`src/rtl/alu_pkg.sv`:
```
`default_nettype none
// ============================================================================
// Module      : alu_pkg
// Description : Shared types and constants for the ALU responder: FSM state
//               encoding and the operation-select encoding.
// Revision    : 1.0 - initial release
// ============================================================================
package alu_pkg;

    // Responder control states
    typedef enum logic [1:0] {
        IDLE = 2'd0,
        EXEC = 2'd1,
        RESP = 2'd2
    } state_t;

    // Operation select encoding
    localparam logic [1:0] SEL_AND = 2'b00;
    localparam logic [1:0] SEL_OR  = 2'b01;
    localparam logic [1:0] SEL_ADD = 2'b10;
    localparam logic [1:0] SEL_SUB = 2'b11;

endpackage : alu_pkg
`default_nettype wire

```
`src/rtl/likeALU.sv`:
```
`default_nettype none
// ============================================================================
// Module      : likeALU
// Description : Purely combinational AND / OR / ADD / SUB unit. Sum and
//               difference are modulo 2^WIDTH; carry and borrow are dropped.
// Revision    : 1.0 - initial release
// ============================================================================
module likeALU
    import alu_pkg::*;
#(
    parameter int WIDTH = 5
) (
    input  logic [WIDTH-1:0] i_a,
    input  logic [WIDTH-1:0] i_b,
    input  logic [1:0]       i_sel,
    output logic [WIDTH-1:0] o_result
);

    // Select one of the four operations
    always_comb begin
        o_result = '0;
        case (i_sel)
            SEL_AND: o_result = i_a & i_b;
            SEL_OR:  o_result = i_a | i_b;
            SEL_ADD: o_result = i_a + i_b;
            SEL_SUB: o_result = i_a - i_b;
            default: o_result = '0;
        endcase
    end

endmodule : likeALU
`default_nettype wire

```
`src/rtl/alu_responder.sv`:
```
`default_nettype none
// ============================================================================
// Module      : alu_responder
// Description : Request/response wrapper around likeALU. A request accepted in
//               IDLE is executed in EXEC from latched operands and presented
//               in RESP until the initiator takes it. Counts completions.
// Revision    : 1.0 - initial release
// ============================================================================
module alu_responder
    import alu_pkg::*;
#(
    parameter int WIDTH = 5,
    parameter int CNT_W = 8
) (
    input  logic             clk,
    input  logic             rst_n,
    input  logic             req_valid,
    output logic             req_ready,
    input  logic [WIDTH-1:0] req_a,
    input  logic [WIDTH-1:0] req_b,
    input  logic [1:0]       req_sel,
    output logic             rsp_valid,
    input  logic             rsp_ready,
    output logic [WIDTH-1:0] rsp_result,
    output logic [1:0]       rsp_sel,
    output logic             rsp_zero,
    output logic [CNT_W-1:0] op_count
);

    state_t           r_state;
    state_t           w_next;
    logic [WIDTH-1:0] r_a;
    logic [WIDTH-1:0] r_b;
    logic [1:0]       r_sel;
    logic [WIDTH-1:0] r_result;
    logic [1:0]       r_rsp_sel;
    logic             r_zero;
    logic [CNT_W-1:0] r_count;
    logic [WIDTH-1:0] w_alu;

    // The ALU only ever sees latched operands, so req_* never reaches rsp_*
    likeALU #(
        .WIDTH (WIDTH)
    ) u_alu (
        .i_a      (r_a),
        .i_b      (r_b),
        .i_sel    (r_sel),
        .o_result (w_alu)
    );

    // State register
    always_ff @(posedge clk or negedge rst_n) begin
        if (!rst_n) r_state <= IDLE;
        else        r_state <= w_next;
    end

    // Next-state and handshake outputs
    always_comb begin
        w_next    = r_state;
        req_ready = 1'b0;
        rsp_valid = 1'b0;
        case (r_state)
            IDLE: begin
                req_ready = 1'b1;
                if (req_valid) w_next = EXEC;
            end
            EXEC: w_next = RESP;
            RESP: begin
                rsp_valid = 1'b1;
                if (rsp_ready) w_next = IDLE;
            end
            default: w_next = IDLE;
        endcase
    end

    // Operand latch, result register and completion counter
    always_ff @(posedge clk or negedge rst_n) begin
        if (!rst_n) begin
            r_a       <= '0;
            r_b       <= '0;
            r_sel     <= SEL_AND;
            r_result  <= '0;
            r_rsp_sel <= SEL_AND;
            r_zero    <= 1'b1;
            r_count   <= '0;
        end else begin
            if (r_state == IDLE && req_valid) begin
                r_a   <= req_a;
                r_b   <= req_b;
                r_sel <= req_sel;
            end
            if (r_state == EXEC) begin
                r_result  <= w_alu;
                r_rsp_sel <= r_sel;
                r_zero    <= (w_alu == '0);
            end
            if (r_state == RESP && rsp_ready) begin
                r_count <= r_count + CNT_W'(1);
            end
        end
    end

    assign rsp_result = r_result;
    assign rsp_sel    = r_rsp_sel;
    assign rsp_zero   = r_zero;
    assign op_count   = r_count;

endmodule : alu_responder
`default_nettype wire
```
`config.mk`:
```
export PLATFORM = sky130hd
export DESIGN_NAME = alu_responder
export DESIGN_NICKNAME = d
export VERILOG_FILES = /design/src/rtl/alu_pkg.sv /design/src/rtl/likeALU.sv /design/src/rtl/alu_responder.sv
export SDC_FILE = /design/constraint.sdc
export NUM_CORES = 1
export LEC_CHECK = 0
export CAP_MARGIN = 20
export CORE_UTILIZATION = 30
export CTS_CLUSTER_DIAMETER = 200
export DETAILED_ROUTE_END_ITERATION = 8
export DONT_BUFFER_PORTS = 1
export GPL_TIMING_DRIVEN = 0
export HOLD_SLACK_MARGIN = 0.1
export MAX_ROUTING_LAYER = met4
export PLACE_DENSITY = 0.55
export SLEW_MARGIN = 20
export SYNTH_ARGS = -nofsm -noshare
export SYNTH_HDL_FRONTEND = slang
export SYNTH_SLANG_ARGS = --single-unit
```
`constraint.sdc`:
```
create_clock -name clk -period 2.7 [get_ports clk]
set_clock_uncertainty 0.15 [all_clocks]
set_input_delay 0.54 -clock clk [delete_from_list [all_inputs] [get_ports clk]]
set_output_delay 0.54 -clock clk [all_outputs]
set_load 0.05 [all_outputs]
```
Yosys cells after proc, flatten, opt, wreduce, memory -nomap -nowiden
Index checks and enable logic that the tools add are counted.
Cells by class
  $add $sub $neg: 3
  equality and inequality tests: 7
  multiplexer cells: 6
  bitwise gates (word level): 2
  reductions and logical operators: 6
Operators by type and width (number)
  $pmux 5 s4: 1
  $add 8x1->8 const B: 1
  $eq 2x2->1 const B: 3
  $pmux 2 s3: 1
  $add 5x5->5: 1
  $and 5x5->5: 1
  $logic_not 5->1: 1
  $or 5x5->5: 1
  $sub 5x5->5: 1
  $eq 2x1->1 const B: 2
  $logic_not 2->1: 2
  $mux 2: 2
  $ne 2x2->1 const B: 2
  $logic_and 1x1->1: 2
  $mux 1: 2
  $reduce_and 2->1: 1
Storage, ports and cells
  bits in registers: 30
  input bits: 16
  output and inout bits: 18
  logic and storage cells: 32

Depth between registers and ports, before layout
  depth after elaboration: 3
  depth in mapped cells: 12
  depth with buffers taken out: 11

Cells and area by module
Synthesis repeated with hierarchy kept, for this count alone.
Second synthesis, totals
  cells, all modules: 145
  area, all modules: 1704.1 um^2
Modules (own cells, without submodules)
  alu_responder: instances 1, cells each 83, area each 1229.9 um^2, sequential area each 752.0 um^2
  likeALU: instances 1, cells each 62, area each 474.2 um^2, sequential area each 0.0 um^2

Least setup slack after synthesis
Ideal clock, no wire load.
  kind: register to register
  from: register r_sel[0]
  to: register r_zero (netlist: rsp_zero)
  setup time: 0.061 ns
  arrival time: 2.501 ns
  data required time: 2.489 ns
  setup slack: -0.012 ns
  stages on the path, launching flop included: 13
  buffers on the path: 2
  clock period less this slack: 2.712 ns
  path through: dfrtp_1 clkbuf_1 buf_2 nand2_1 o31ai_1 xor2_1 ha_1 nand3_1 nand2_2 xor2_1 mux2_4 a211oi_2 a22o_1
Between the ends
  longest elaborated chain between the ends: 3
  elaborated cells on any way between the ends: 6
  classes of those cells: eq/ne: 3; mux: 1; reduce/logical: 2
RTL lines
  start: declaration: line alu_responder.sv:34  | logic [1:0] r_sel;
  start signal: assignment: line alu_responder.sv:90  | r_sel <= req_sel;
  $eq 2x2->1, or another cell as far along: line likeALU.sv:22  | case (i_sel)
  $pmux 5 s4 *: line likeALU.sv:22
  $logic_not 5->1 *: line alu_responder.sv:95  | r_zero <= (w_alu == '0);
  end signal: assignment: line alu_responder.sv:95
  end: declaration: line alu_responder.sv:37  | logic r_zero;
Mark *: on every way between the ends. The rest lies on a longest branch, timed or not.
A chain may end at the register's enable or synchronous reset.

Final worst setup path
  from: register r_sel[1]
  to: register r_zero (netlist: rsp_zero)
The elaborated chain is that of the path after synthesis.

==> impl_metrics.py <==
metrics = {
    "run_status": {
        "status": "finished, final reports clean",
    },
    "yosys": {
        "synth_area_leaders": "dfrtp_1 (45%), mux2_2 (7.6%), ha_1 (6.1%), xnor2_1 (4.3%), o21ai_0 (4.0%)",
        "synth_top_flop_cell": "dfrtp_1",
        "ys_warn_count": 0,
        "synth_edf_count": 0,
        "syn_inst": 154,
        "syn_nets": 179,
        "syn_area_per_cell_sq_um": 10.6,
        "synth.yosys.seq_area_share": 0.462,
        "ys_seq_elements": 30,
        "yosysUniqueCellTypes": 40,
        "synth_area_leader_cell": "dfrtp_1",
        "synth-async-reset-ratio": 1.00,
        "syn_area_sq_um": 1630,
        "synth_top_area_share": 0.445,
    },
    "final_layout": {
        "fin_area_sq_um": 2020,
        "fillerInstances": 510,
        "final_common_cell": "dfrtp_1",
        "syn2layout_area_growth_pct": 23.7,
        "nets": 201,
        "drive_gt1_frac": 0.328,
        "layout_common_cells": "dfrtp_1 (26), buf_4 (14), nand2_1 (13), o21ai_0 (12), mux2_2 (11)",
        "diodes": 0,
    },
    "floorplan": {
        "die_area_sq_um": 5730,
        "chipHeight_um": 75.7,
        "num_io_pins": 34,
        "dieWidth_um": 75.7,
        "start_util": 0.315,
        "row_count": 26,
        "fp.coreArea_sq_um": 5170,
    },
    "setup_path": {
        "worst-endpoint-required_ps": 2760,
        "crit_fanout": 5,
        "end_kind": "register",
        "worst_ep_arrival_time_ps": 2680,
        "rrSetupSlack_ps": 80,
        "cp-start-kind": "register",
        "crit_type": "reg -> reg",
    },
    "grt": {
        "grt_overflow_total": 0,
        "grt_pass1_wl_mm": 5.80,
        "grt_antenna_before_repair": 0,
        "grt_use_total": 0.143,
        "grt_max_degree": 31,
        "grt_pass1_vias": 1274,
    },
    "cts": {
        "cts_buffers": 5,
        "clock_latency_ps": 270,
        "tritoncts": "yes",
        "cts_root_buffer": "clkbuf_8",
        "clkTransAtPathRegs_ps": 60,
        "cts.sinks": 30,
        "h-tree-depth": 2,
        "clock_path_buffers": 2,
    },
    "detailed_routing": {
        "route.detailed.drc": 0,
        "viasPerCell": 4.98,
        "ant_nets": 0,
        "wl_mm": 3.67,
        "drt_iter0_markers": 42,
        "vias": 1229,
        "wl_per_cell_um": 14.9,
        "drt_first_pass_iters": 4,
    },
    "run": {
        "max_cap_violations": 0,
    },
    "sta": {
        "min_period_over_period": 0.970,
        "fmax_mhz": 382,
        "fin_tns_setup_ps": 0,
        "layout_min_cycle_time_ps": 2620,
        "rsz0062_at_grt": "yes",
        "maxSlewViolCount": 0,
        "maxSlewHeadroom": 0.385,
        "worst_pin_slew_ps": 918,
        "setup_viol": 0,
        "finalHoldViolCount": 0,
    },
    "worst_hold_path": {
        "min_path_type": "in -> reg",
    },
    "place": {
        "place.gp.congestion": 0.834,
        "portBuffers": 0,
        "detailed_place_hpwl_mm": 2.65,
        "place_area_sq_um": 1720,
    },
}
## stage by stage
stage	hold slack, ps	instances	util	setup slack [ps]
after floorplan	94.4	154	-	0.852
after global placement	95.6	224	0.332	-274
after detailed placement	95.7	224	0.332	-355
after CTS	219	240	0.370	4.83
after global routing	240	247	0.390	-53.5
final	228	247	0.390	80.3
## state kept, by name, indices dropped and copies added (netlist names)
name,count
rsp_zero,1
rsp_sel,2
r_b,5
r_sel,2
r_state,2
rsp_result,5
r_a,5
op_count,8
## cell type report
class                   instances  area (sq um)  share of cell area
repair buffers                 17           146              0.0726
plain buffers                   5          30.0              0.0149
clock buffers                   8          80.1              0.0397
multi-input cells             109           886               0.439
flip-flops and latches         30           756               0.375
well taps                      70          87.6              0.0435
inverters                       8          30.0              0.0149
## timing repair
| item | in CTS | in global routing |
|---|---|---|
| hold endpoints to repair | 30 | 0 |
| hold buffers | 2 | 0 |
| pin swaps | 4 | 7 |
| setup endpoints to repair | 2 | 2 |
| gates resized for setup | 12 | 11 |
| setup buffers | 7 | 8 |
## per-layer routing
metal / wire length [um] / share of wire / vias up / track usage
met5: 0 / 0 / - / -
met4: 48 / 0.013 / 0 / 0.0473
met3: 206 / 0.056 / 4 / 0.0542
met2: 1970 / 0.54 / 41 / 0.249
met1: 1450 / 0.39 / 611 / 0.149
li1: - / - / 573 / -
## cells in the mapped netlist, drive strengths merged (3+ instances only)
cell type	count
a211oi	3
a21o	3
a21oi	10
buf	4
clkbuf	3
dfrtp	29
ha	8
inv	8
mux2	12
nand2	15
nor2	7
o21ai	13
xnor2	8
xor2	5
## worst max-delay path, cell delays in order (launching register included)
cell and delay [ps]:
dfrtp_1 400, buf_6 140, nand2_4 70, o31ai_4 70, xor2_1 170, ha_1 390, a21oi_4 170, buf_4 150
a21o_2 120, o221ai_1 110, a21o_1 230, a211oi_4 230, a22o_1 160
## path summary, 6_finish.rpt
path                            from    endpoint  depth (start not counted)
min in group asynchronous      rst_n      r_a[4]                          2
max                         r_sel[1]    rsp_zero                         12
min                        rsp_ready  r_state[1]                          1
max in group asynchronous      rst_n    rsp_zero                          2
max reg2reg                 r_sel[1]    rsp_zero                         12
min reg2reg                   r_a[3]      r_a[3]                          1
## cells by family after synthesis
| family | Yosys count | synth area share |
|---|---|---|
| muxes | 14 | 0.0975 |
| and+or+nand+nor | 38 | 0.121 |
| adders and majority gates | 9 | 0.0737 |
| AOI/OAI and AO/OA | 35 | 0.139 |
| DFF | 30 | 0.462 |
| buffers and inverters | 15 | 0.0376 |
| xor gates and xnor gates | 13 | 0.0699 |
Power is not shown: default switching activity piles up to over one toggle a cycle in this logic, so the estimate is an artifact.
